===== config.mk =====
export PLATFORM = sky130hd
export DESIGN_NAME = tlu_multi_trigger_ctrl
export DESIGN_NICKNAME = d
export VERILOG_FILES = /design/src/rtl/tlu_multi_trigger_ctrl.sv
export SDC_FILE = /design/constraint.sdc
export NUM_CORES = 1
export LEC_CHECK = 0
export CAP_MARGIN = 20
export CORE_MARGIN = 2
export CORE_UTILIZATION = 54
export CTS_CLUSTER_DIAMETER = 40
export DETAILED_ROUTE_END_ITERATION = 7
export PLACE_DENSITY = 0.79
export SLEW_MARGIN = 20
export SYNTH_ARGS = -nofsm -noshare
export SYNTH_HDL_FRONTEND = slang
export SYNTH_HIERARCHICAL = 1
export SYNTH_SLANG_ARGS = --single-unit

===== constraint.sdc =====
create_clock -name BUS_CLK -period 4.2 [get_ports BUS_CLK]
set_input_delay 0.63 -clock BUS_CLK [delete_from_list [all_inputs] [get_ports BUS_CLK]]
set_output_delay 0.63 -clock BUS_CLK [all_outputs]
set_load 0.05 [all_outputs]

===== src/rtl/tlu_multi_trigger_ctrl.sv =====
// Trigger controller: masked OR/AND coincidence over CHANNELS inputs, EUDET TLU handshake, numbered words into a FWFT FIFO.
// Latency: edge in cycle N -> word written end of N+2 (mode 11 adds WAIT_LOW + TRIGGER_BITS*DIVISOR); TRIGGER_FLAG in N+3.
// Backpressure: full FIFO or FIFO_NEAR_FULL drops the trigger into LOST_COUNT; TLU_BUSY held until CMD_READY and !FIFO_NEAR_FULL.
// Optional build macro TLU_TIMESTAMP_EN: adds a free-running timestamp and a second word per trigger.

// Generic first-word-fall-through FIFO; head word visible on rd_dat while rd_vld.
// Latency: a word pushed in cycle N is visible in cycle N+1.
// Backpressure: push ignored when full unless a pop happens in the same cycle; pop ignored when empty.
module tlu_trig_fifo #(
    parameter int WIDTH = 32,
    parameter int DEPTH = 8
) (
    input  logic                     BUS_CLK,
    input  logic                     RST,
    input  logic                     wr_vld,
    input  logic [WIDTH-1:0]         wr_dat,
    input  logic                     rd_rdy,
    output logic                     rd_vld,
    output logic [WIDTH-1:0]         rd_dat,
    output logic [$clog2(DEPTH):0]   count
);
    localparam int AW = $clog2(DEPTH);

    logic [WIDTH-1:0] mem [DEPTH];
    logic [AW-1:0]    wr_ptr;
    logic [AW-1:0]    rd_ptr;
    logic             push;
    logic             pop;

    assign rd_vld = (count != '0);
    assign pop    = rd_rdy && rd_vld;
    assign push   = wr_vld && ((count != (AW+1)'(DEPTH)) || pop);
    // Empty FIFO presents zero rather than stale memory contents.
    assign rd_dat = rd_vld ? mem[rd_ptr] : '0;

    // Pointer and occupancy bookkeeping; simultaneous push and pop leave count unchanged.
    always_ff @(posedge BUS_CLK) begin
        if (RST) begin
            wr_ptr <= '0;
            rd_ptr <= '0;
            count  <= '0;
        end else begin
            if (push) wr_ptr <= wr_ptr + 1'b1;
            if (pop)  rd_ptr <= rd_ptr + 1'b1;
            count <= count + {AW'(0), push} - {AW'(0), pop};
        end
    end

    // Storage array; no reset needed since the pointers define validity.
    always_ff @(posedge BUS_CLK) begin
        if (push) mem[wr_ptr] <= wr_dat;
    end
endmodule

// Trigger controller top: coincidence, handshake FSM, trigger numbering, loss accounting.
// Latency: see file header; TLU_BUSY rises in N+2 for handshake modes.
// Backpressure: drops counted in LOST_COUNT (saturating); edges arriving outside IDLE are also counted as lost.
module tlu_multi_trigger_ctrl #(
    parameter int DIVISOR      = 12,
    parameter int CHANNELS     = 4,
    parameter int TRIGGER_BITS = 15,
    parameter int FIFO_DEPTH   = 8
) (
    input  logic                BUS_CLK,
    input  logic                BUS_RST,
    input  logic [CHANNELS-1:0] TRIGGER_IN,
    input  logic [CHANNELS-1:0] ENABLE_MASK,
    input  logic [CHANNELS-1:0] INVERT_MASK,
    input  logic                COINCIDENCE_AND,
    input  logic [1:0]          TLU_MODE,
    input  logic                DATA_MSB_FIRST,
    input  logic [7:0]          LOW_TIMEOUT,
    input  logic                COUNTER_RESET,
    input  logic                CMD_READY,
    input  logic                FIFO_NEAR_FULL,
    output logic                TLU_BUSY,
    output logic                TLU_CLOCK,
    output logic                TRIGGER_FLAG,
    input  logic                FIFO_READ,
    output logic                FIFO_EMPTY,
    output logic [31:0]         FIFO_DATA,
    output logic [7:0]          LOST_COUNT,
    output logic                TIMEOUT_ERROR
);
    localparam int HALF = DIVISOR / 2;
    localparam int DW   = $clog2(DIVISOR);
    localparam int BW   = $clog2(TRIGGER_BITS + 1);
    localparam int FAW  = $clog2(FIFO_DEPTH);
`ifdef TLU_TIMESTAMP_EN
    localparam int WORDS = 2;
`else
    localparam int WORDS = 1;
`endif

    typedef enum logic [2:0] {
        IDLE,
        ACCEPT,
        WAIT_LOW,
        SHIFT,
        WRITE,
`ifdef TLU_TIMESTAMP_EN
        WRITE_TS,
`endif
        WAIT_READY
    } state_t;

    state_t                  state;
    state_t                  state_nxt;
    logic [CHANNELS-1:0]     polar;
    logic                    comb;
    logic                    comb_d;
    logic                    rise;
    logic [1:0]              mode_q;
    logic [7:0]              wait_cnt;
    logic [DW-1:0]           div_cnt;
    logic [BW-1:0]           bit_cnt;
    logic [TRIGGER_BITS-1:0] shift_q;
    logic [TRIGGER_BITS-1:0] din_vec;
    logic [30:0]             trig_cnt;
    logic [30:0]             trig_num;
    logic                    busy_q;
    logic                    flag_q;
    logic                    timeout_q;
    logic [7:0]              lost_q;
    logic [1:0]              lost_inc;
    logic [8:0]              lost_sum;
    logic [FAW:0]            fifo_count;
    logic                    fifo_vld;
    logic                    has_room;
    logic                    push_vld;
    logic [31:0]             push_dat;
    logic                    write_evt;
    logic                    drop;
    logic                    busy_set;
    logic                    busy_clr;
    logic                    timeout_set;
`ifdef TLU_TIMESTAMP_EN
    logic [31:0]             ts_cnt;
    logic [31:0]             ts_q;
`endif

    // Disabled channels are forced neutral for the chosen reduction; no enabled channel gives 0.
    assign polar = TRIGGER_IN ^ INVERT_MASK;
    assign comb  = COINCIDENCE_AND ? ((ENABLE_MASK != '0) && (&(polar | ~ENABLE_MASK)))
                                   : (|(polar & ENABLE_MASK));
    assign rise  = comb && !comb_d;

    assign has_room = (fifo_count <= (FAW+1)'(FIFO_DEPTH - WORDS));
    assign trig_num = (mode_q == 2'b11) ? 31'(shift_q) : trig_cnt;
    assign din_vec  = TRIGGER_IN[0] ? TRIGGER_BITS'(1) : '0;

    assign lost_inc = {1'b0, rise && (state != IDLE)} + {1'b0, drop};
    assign lost_sum = {1'b0, lost_q} + {7'b0, lost_inc};

    assign TLU_BUSY      = busy_q;
    assign TLU_CLOCK     = (state == SHIFT) && (div_cnt < DW'(HALF));
    assign TRIGGER_FLAG  = flag_q;
    assign LOST_COUNT    = lost_q;
    assign TIMEOUT_ERROR = timeout_q;
    assign FIFO_EMPTY    = !fifo_vld;

    // State register.
    always_ff @(posedge BUS_CLK) begin
        if (BUS_RST) state <= IDLE;
        else         state <= state_nxt;
    end

    // Next-state and per-state control strobes.
    always_comb begin
        state_nxt   = state;
        push_vld    = 1'b0;
        push_dat    = {1'b1, trig_num};
        write_evt   = 1'b0;
        drop        = 1'b0;
        busy_set    = 1'b0;
        busy_clr    = 1'b0;
        timeout_set = 1'b0;
        case (state)
            IDLE: begin
                if (rise && (TLU_MODE != 2'b00)) state_nxt = ACCEPT;
            end
            ACCEPT: begin
                if (!has_room || FIFO_NEAR_FULL) begin
                    drop      = 1'b1;
                    state_nxt = IDLE;
                end else if (mode_q == 2'b01) begin
                    state_nxt = WRITE;
                end else begin
                    busy_set  = 1'b1;
                    state_nxt = WAIT_LOW;
                end
            end
            WAIT_LOW: begin
                if (!comb) begin
                    state_nxt = (mode_q == 2'b11) ? SHIFT : WRITE;
                end else if ((LOW_TIMEOUT != 8'd0) && (wait_cnt == LOW_TIMEOUT - 8'd1)) begin
                    timeout_set = 1'b1;
                    state_nxt   = WAIT_READY;
                end
            end
            SHIFT: begin
                if ((div_cnt == DW'(DIVISOR - 1)) && (bit_cnt == BW'(TRIGGER_BITS - 1)))
                    state_nxt = WRITE;
            end
            WRITE: begin
                push_vld  = 1'b1;
                write_evt = 1'b1;
`ifdef TLU_TIMESTAMP_EN
                state_nxt = WRITE_TS;
`else
                state_nxt = (mode_q == 2'b01) ? IDLE : WAIT_READY;
`endif
            end
`ifdef TLU_TIMESTAMP_EN
            WRITE_TS: begin
                push_vld  = 1'b1;
                push_dat  = {1'b0, ts_q[30:0]};
                state_nxt = (mode_q == 2'b01) ? IDLE : WAIT_READY;
            end
`endif
            WAIT_READY: begin
                if (CMD_READY && !FIFO_NEAR_FULL) begin
                    busy_clr  = 1'b1;
                    state_nxt = IDLE;
                end
            end
            default: state_nxt = IDLE;
        endcase
    end

    // Edge history and mode capture; the mode only follows TLU_MODE while idle so a handshake finishes as started.
    always_ff @(posedge BUS_CLK) begin
        if (BUS_RST) begin
            comb_d <= 1'b0;
            mode_q <= 2'b00;
        end else begin
            comb_d <= comb;
            if (state == IDLE) mode_q <= TLU_MODE;
        end
    end

    // Low-wait timer and TLU clock divider / bit counter, both idle at zero outside their states.
    always_ff @(posedge BUS_CLK) begin
        if (BUS_RST) begin
            wait_cnt <= '0;
            div_cnt  <= '0;
            bit_cnt  <= '0;
        end else begin
            wait_cnt <= (state == WAIT_LOW) ? wait_cnt + 8'd1 : 8'd0;
            if (state != SHIFT) begin
                div_cnt <= '0;
                bit_cnt <= '0;
            end else if (div_cnt == DW'(DIVISOR - 1)) begin
                div_cnt <= '0;
                bit_cnt <= bit_cnt + 1'b1;
            end else begin
                div_cnt <= div_cnt + 1'b1;
            end
        end
    end

    // TLU data capture on the last high cycle of each TLU_CLOCK period, i.e. at its falling edge.
    always_ff @(posedge BUS_CLK) begin
        if (BUS_RST) begin
            shift_q <= '0;
        end else if ((state == SHIFT) && (div_cnt == DW'(HALF - 1))) begin
            if (DATA_MSB_FIRST) shift_q <= (shift_q << 1) | din_vec;
            else                shift_q <= (shift_q >> 1) | (din_vec << (TRIGGER_BITS - 1));
        end
    end

    // Trigger counter; a clear wins over a coincident increment.
    always_ff @(posedge BUS_CLK) begin
        if (BUS_RST || COUNTER_RESET) trig_cnt <= '0;
        else if (write_evt)           trig_cnt <= trig_cnt + 31'd1;
    end

    // Status outputs: busy, flag pulse, sticky timeout, saturating loss counter.
    always_ff @(posedge BUS_CLK) begin
        if (BUS_RST) begin
            busy_q    <= 1'b0;
            flag_q    <= 1'b0;
            timeout_q <= 1'b0;
            lost_q    <= '0;
        end else begin
            if (busy_set)      busy_q <= 1'b1;
            else if (busy_clr) busy_q <= 1'b0;
            flag_q    <= write_evt;
            timeout_q <= timeout_q | timeout_set;
            lost_q    <= lost_sum[8] ? 8'hFF : lost_sum[7:0];
        end
    end

`ifdef TLU_TIMESTAMP_EN
    // Free-running timestamp, captured when a trigger is being accepted.
    always_ff @(posedge BUS_CLK) begin
        if (BUS_RST) begin
            ts_cnt <= '0;
            ts_q   <= '0;
        end else begin
            ts_cnt <= ts_cnt + 32'd1;
            if (state == ACCEPT) ts_q <= ts_cnt;
        end
    end
`endif

    tlu_trig_fifo #(
        .WIDTH (32),
        .DEPTH (FIFO_DEPTH)
    ) u_fifo (
        .BUS_CLK (BUS_CLK),
        .RST     (BUS_RST),
        .wr_vld  (push_vld),
        .wr_dat  (push_dat),
        .rd_rdy  (FIFO_READ),
        .rd_vld  (fifo_vld),
        .rd_dat  (FIFO_DATA),
        .count   (fifo_count)
    );
endmodule


==> flow_summary.html <==
<table>
<tr><th>Metric</th><th>Value</th></tr>
<tr><th colspan="2">Worst setup path</th></tr>
<tr><td>Critical path required time</td><td>3.57 ns</td></tr>
<tr><td>Setup crit end kind</td><td>output pin</td></tr>
<tr><td>Crit start category</td><td>flop</td></tr>
<tr><td>Category of the critical setup timing path</td><td>reg2out</td></tr>
<tr><td>Crit path DAT</td><td>about 3.1 ns</td></tr>
<tr><td>Crit Path Max Fanout</td><td>22</td></tr>
<tr><th colspan="2">Layout</th></tr>
<tr><td>Area of combinational cells with multiple inputs</td><td>0.00473 sq mm</td></tr>
<tr><td>End-of-flow core utilization</td><td>a little under two thirds</td></tr>
<tr><td>Layout Cell Area excl Fill</td><td>0.0170 sq mm</td></tr>
<tr><td>Layout Area Growth over Synthesis</td><td>16.8%</td></tr>
<tr><td>Antenna diode count</td><td>0</td></tr>
<tr><td>Fraction of final layout cells sized beyond drive strength 1</td><td>14.6%</td></tr>
<tr><td>Final-layout fill cell count</td><td>approximately 1,900</td></tr>
<tr><td>Area used by sequential logic in the layout</td><td>0.00953 sq mm</td></tr>
<tr><td>Nets@finish</td><td>1,077</td></tr>
<tr><th colspan="2">Die</th></tr>
<tr><td>Vertical extent of the die</td><td>168 microns</td></tr>
<tr><td>Initial cell density of the core</td><td>54.4%</td></tr>
<tr><td>Placeable core region</td><td>~0.027 sq mm</td></tr>
<tr><td>Placement Rows</td><td>60</td></tr>
<tr><td>Number of top-level pins</td><td>75</td></tr>
<tr><td>Area of the die</td><td>0.0282 sq mm</td></tr>
<tr><td>Die outline width</td><td>168 microns</td></tr>
<tr><th colspan="2">STA</th></tr>
<tr><td>Setup TNS Final</td><td>0 ns</td></tr>
<tr><td>RSZ-0062 raised after global routing</td><td>no</td></tr>
<tr><td>Max-slew violation total from the final report</td><td>0</td></tr>
<tr><td>Measured slew at the worst slew-check pin</td><td>0.950 ns</td></tr>
<tr><td>Worst Skew</td><td>0.0217 ns</td></tr>
<tr><td>Fin crit period</td><td>3.68 ns</td></tr>
<tr><td>Worst relative slew slack</td><td>36.5%</td></tr>
<tr><td># setup viols final</td><td>0</td></tr>
<tr><td>Final Hold Vio Count</td><td>0</td></tr>
<tr><td>Tcrit/Tclk final</td><td>between 80 and 90%</td></tr>
<tr><td>Max Fclk</td><td>about 270 MHz</td></tr>
<tr><th colspan="2">Detailed routing</th></tr>
<tr><td>Remaining number of nets flagged by the antenna check after routing</td><td>0</td></tr>
<tr><td>Initial detailed-routing violation count</td><td>561</td></tr>
<tr><td>Total routed wirelength</td><td>28.9 mm</td></tr>
<tr><td>Final routed wire length divided by cell count</td><td>20.6 microns</td></tr>
<tr><td>Total number of vias</td><td>8,375</td></tr>
<tr><td># DRC</td><td>0</td></tr>
<tr><td>Count of TritonRoute iterations in the first routing pass</td><td>5</td></tr>
<tr><td>Post-detailed-route via-to-cell ratio</td><td>5.97</td></tr>
<tr><th colspan="2">Synth</th></tr>
<tr><td>Cell area after synthesis</td><td>between 0.01 and 0.015 sq mm</td></tr>
<tr><td>Share of synthesized area occupied by flip-flops and latches</td><td>between 60% and 70%</td></tr>
<tr><td>Most used standard cell by instance count after synthesis</td><td>sky130_fd_sc_hd__edfxtp_1</td></tr>
<tr><td>Largest area contributor in the netlist</td><td>sky130_fd_sc_hd__edfxtp_1</td></tr>
<tr><td>Portion of synthesized cell area occupied by the leading cell type</td><td>52.9%</td></tr>
<tr><td>Number of warning messages in the yosys log</td><td>6</td></tr>
<tr><td>Compound-Gate Fraction of Synth Area</td><td>5.95%</td></tr>
<tr><td>Main combinational cell family by area after synthesis</td><td>multiplexers</td></tr>
<tr><td>Most used flip-flop cell after synthesis</td><td>sky130_fd_sc_hd__edfxtp_1</td></tr>
<tr><td>Synthesized flop and latch total</td><td>348</td></tr>
<tr><td>Most area-consuming cells after synthesis</td><td>sky130_fd_sc_hd__edfxtp_1 (53%), sky130_fd_sc_hd__dfxtp_1 (13%), sky130_fd_sc_hd__mux4_2 (6.7%)</td></tr>
<tr><td>Number of synthesized flops with an enable pin</td><td>256</td></tr>
<tr><td>FFs w/ async S/R, synth</td><td>0%</td></tr>
<tr><td>Synthesized instance count</td><td>about 930</td></tr>
<tr><td>Leading cell types by count after synthesis</td><td>sky130_fd_sc_hd__edfxtp_1 (256), sky130_fd_sc_hd__dfxtp_1 (92), sky130_fd_sc_hd__nor2_1 (74)</td></tr>
<tr><td>Multiplexer share of the synthesized area</td><td>13.1%</td></tr>
<tr><td>Simple-gate share of the synthesized area</td><td>8.48%</td></tr>
<tr><td>XOR/XNOR share of the synthesized area</td><td>around 2.9%</td></tr>
<tr><td>Syn Area/Cell</td><td>15.6 sq um</td></tr>
<tr><td>Cell variety after synth</td><td>70</td></tr>
<tr><td>Adder and majority cell fraction of the synthesized area</td><td>1.48%</td></tr>
<tr><th colspan="2">GRT</th></tr>
<tr><td>Remaining global-route overflow</td><td>0</td></tr>
<tr><td>Number of antenna violations at the first check in global routing</td><td>0</td></tr>
<tr><td>Global-route wire length before repair</td><td>46.2 mm</td></tr>
<tr><td>Maximum number of pins on one net before global-route repair</td><td>37</td></tr>
<tr><td>All-Layer GR Usage</td><td>21.0%</td></tr>
<tr><td>Vias in the first global route</td><td>8,496</td></tr>
<tr><th colspan="2">Place</th></tr>
<tr><td>Total placed instance area</td><td>0.0157 sq mm</td></tr>
<tr><td>Weighted congestion at the end of routability-driven global placement</td><td>0.809</td></tr>
<tr><td>PortBufs</td><td>74</td></tr>
<tr><td>HPWL Detailed</td><td>about 17 mm</td></tr>
<tr><th colspan="2">CTS</th></tr>
<tr><td>Setup repair bufs after CTS</td><td>0</td></tr>
<tr><td>Clock slew seen by the registers of the worst setup and hold paths</td><td>0.05 ns</td></tr>
<tr><td>Total clock buffers created by CTS</td><td>41</td></tr>
<tr><td>Worst skew pair latency</td><td>0.54 ns</td></tr>
<tr><td>Resized cells post-CTS</td><td>0</td></tr>
<tr><td>TritonCTS clock tree</td><td>yes</td></tr>
<tr><td>Total of hold buffers inserted after clock tree synthesis</td><td>0</td></tr>
<tr><td>Level count of the clock H-tree</td><td>2</td></tr>
<tr><td>CTS sink count</td><td>348</td></tr>
<tr><td>Number of buffers on the longest clock path</td><td>3</td></tr>
<tr><td>Cell at the root of the clock tree</td><td>sky130_fd_sc_hd__clkbuf_16</td></tr>
<tr><th colspan="2">Outcome</th></tr>
<tr><td>Outcome</td><td>finished clean</td></tr>
<tr><th colspan="2">Pwr</th></tr>
<tr><td>P_leak</td><td>about 0.006 uW</td></tr>
<tr><td>Pwr dens</td><td>543 mW/mm^2</td></tr>
<tr><td>Highest ir drop seen on vdd</td><td>293 uV</td></tr>
<tr><th colspan="2">Hold path</th></tr>
<tr><td>Hold WC Path Type</td><td>reg2reg</td></tr>
<tr><th colspan="2">Run</th></tr>
<tr><td>MaxCap Viol Count</td><td>0</td></tr>
</table>
path summary, 6_finish.rpt:
path | from | end | slack (ns) | cells after the start
max | flop | FIFO_DATA[0] | 0.52 | 4
min | div_cnt[0] | div_cnt[0] | 0.46 | 1
max reg2reg | u_fifo/count[1] | u_fifo/count[3] | 1.48 | 7
min reg2reg | div_cnt[0] | div_cnt[0] | 0.46 | 1
metal layers:
metal	GRT usage, %	vias to the layer above	share of wire, %
li1	-	3831	-
met2	35.2	318	49
met5	0	-	0
met3	3.55	53	6.5
met4	7.12	0	2.4
met1	28.3	4173	42
cell type report:
class | count | share of cell area (%)
Clock buffer | 53 | 6.43
Clock inverter | 20 | 1.19
Inverter | 23 | 0.509
Multi-Input combinational cell | 524 | 27.9
Sequential cell | 348 | 56.2
Tap cell | 341 | 2.51
Timing Repair Buffer | 93 | 5.32
cell usage in the layout (no fill, tap or decap), types with 4 or more instances in the layout:
master                            count
sky130_fd_sc_hd__clkinv_2             5
sky130_fd_sc_hd__mux4_2              43
sky130_fd_sc_hd__nor2_1              70
sky130_fd_sc_hd__mux2_1               8
sky130_fd_sc_hd__a21oi_1             27
sky130_fd_sc_hd__conb_1               8
sky130_fd_sc_hd__a22o_1              32
sky130_fd_sc_hd__buf_4               17
sky130_fd_sc_hd__mux2i_1             19
sky130_fd_sc_hd__a211oi_1            17
sky130_fd_sc_hd__inv_6                4
sky130_fd_sc_hd__mux4_1              21
sky130_fd_sc_hd__nand4_1              9
sky130_fd_sc_hd__nor3_2               5
sky130_fd_sc_hd__o21ai_0             12
sky130_fd_sc_hd__clkbuf_16           41
sky130_fd_sc_hd__edfxtp_1           256
sky130_fd_sc_hd__dfxtp_1             90
sky130_fd_sc_hd__o21ai_1              6
sky130_fd_sc_hd__nor3_1              10
sky130_fd_sc_hd__clkbuf_1            10
sky130_fd_sc_hd__ha_1                14
sky130_fd_sc_hd__and2_1              17
sky130_fd_sc_hd__and3_1               6
sky130_fd_sc_hd__and4_1               7
sky130_fd_sc_hd__nand2_1             23
sky130_fd_sc_hd__xnor2_1             17
sky130_fd_sc_hd__nor2b_1              9
sky130_fd_sc_hd__or3_1               15
sky130_fd_sc_hd__xor2_1              31
sky130_fd_sc_hd__inv_1               22
sky130_fd_sc_hd__nand2b_1            10
sky130_fd_sc_hd__nand3_1             21
sky130_fd_sc_hd__mux2_2               9
sky130_fd_sc_hd__clkdlybuf4s50_1     73
cells by family (layout without fill, tap and decap cells):
kind of cell | after synthesis | count (layout)
flops | 348 | 348
simple gates | 230 | 230
compound gates | 122 | 122
mux | 100 | 100
buf+inv | 64 | 189
xor+xnor | 48 | 48
fa+ha+maj | 16 | 16
other cells | 1 | 8
critical path, cell delays in order (launching register included):
cell	delay, ns
sky130_fd_sc_hd__dfxtp_4	0.44
sky130_fd_sc_hd__buf_4	0.41
sky130_fd_sc_hd__mux4_1	0.70
sky130_fd_sc_hd__a22o_1	0.27
sky130_fd_sc_hd__clkdlybuf4s50_1	0.70
power by group:
part / switching, uW / internal (uW)
sequential: 58.2 / 3690
combinational: 1260 / 847
clock: 1330 / 2030
metrics by stage:
stage               hold WS [ns]  total power [uW]  instances  worst slack [ns]
finish                     0.462              9210       1402             0.523
detailed placement         0.459              5930       1329             0.836
floorplan                  0.434              5400        936             0.374
global route               0.481              9530       1402             0.410
CTS                        0.465              9290       1402             0.463
global placement           0.449              5910       1329             0.927
state kept, by name (all words and copies together) (netlist names), 2 cells and up, named ones only:
register / cells
trig_cnt: 31
mode_q: 2
wait_cnt: 8
state: 3
shift_q: 15
u_fifo/wr_ptr: 3
u_fifo/count: 4
bit_cnt: 4
LOST_COUNT: 8
div_cnt: 4
u_fifo/rd_ptr: 3
u_fifo/mem: 256
Note: power is estimated with default switching activity, not from simulation.
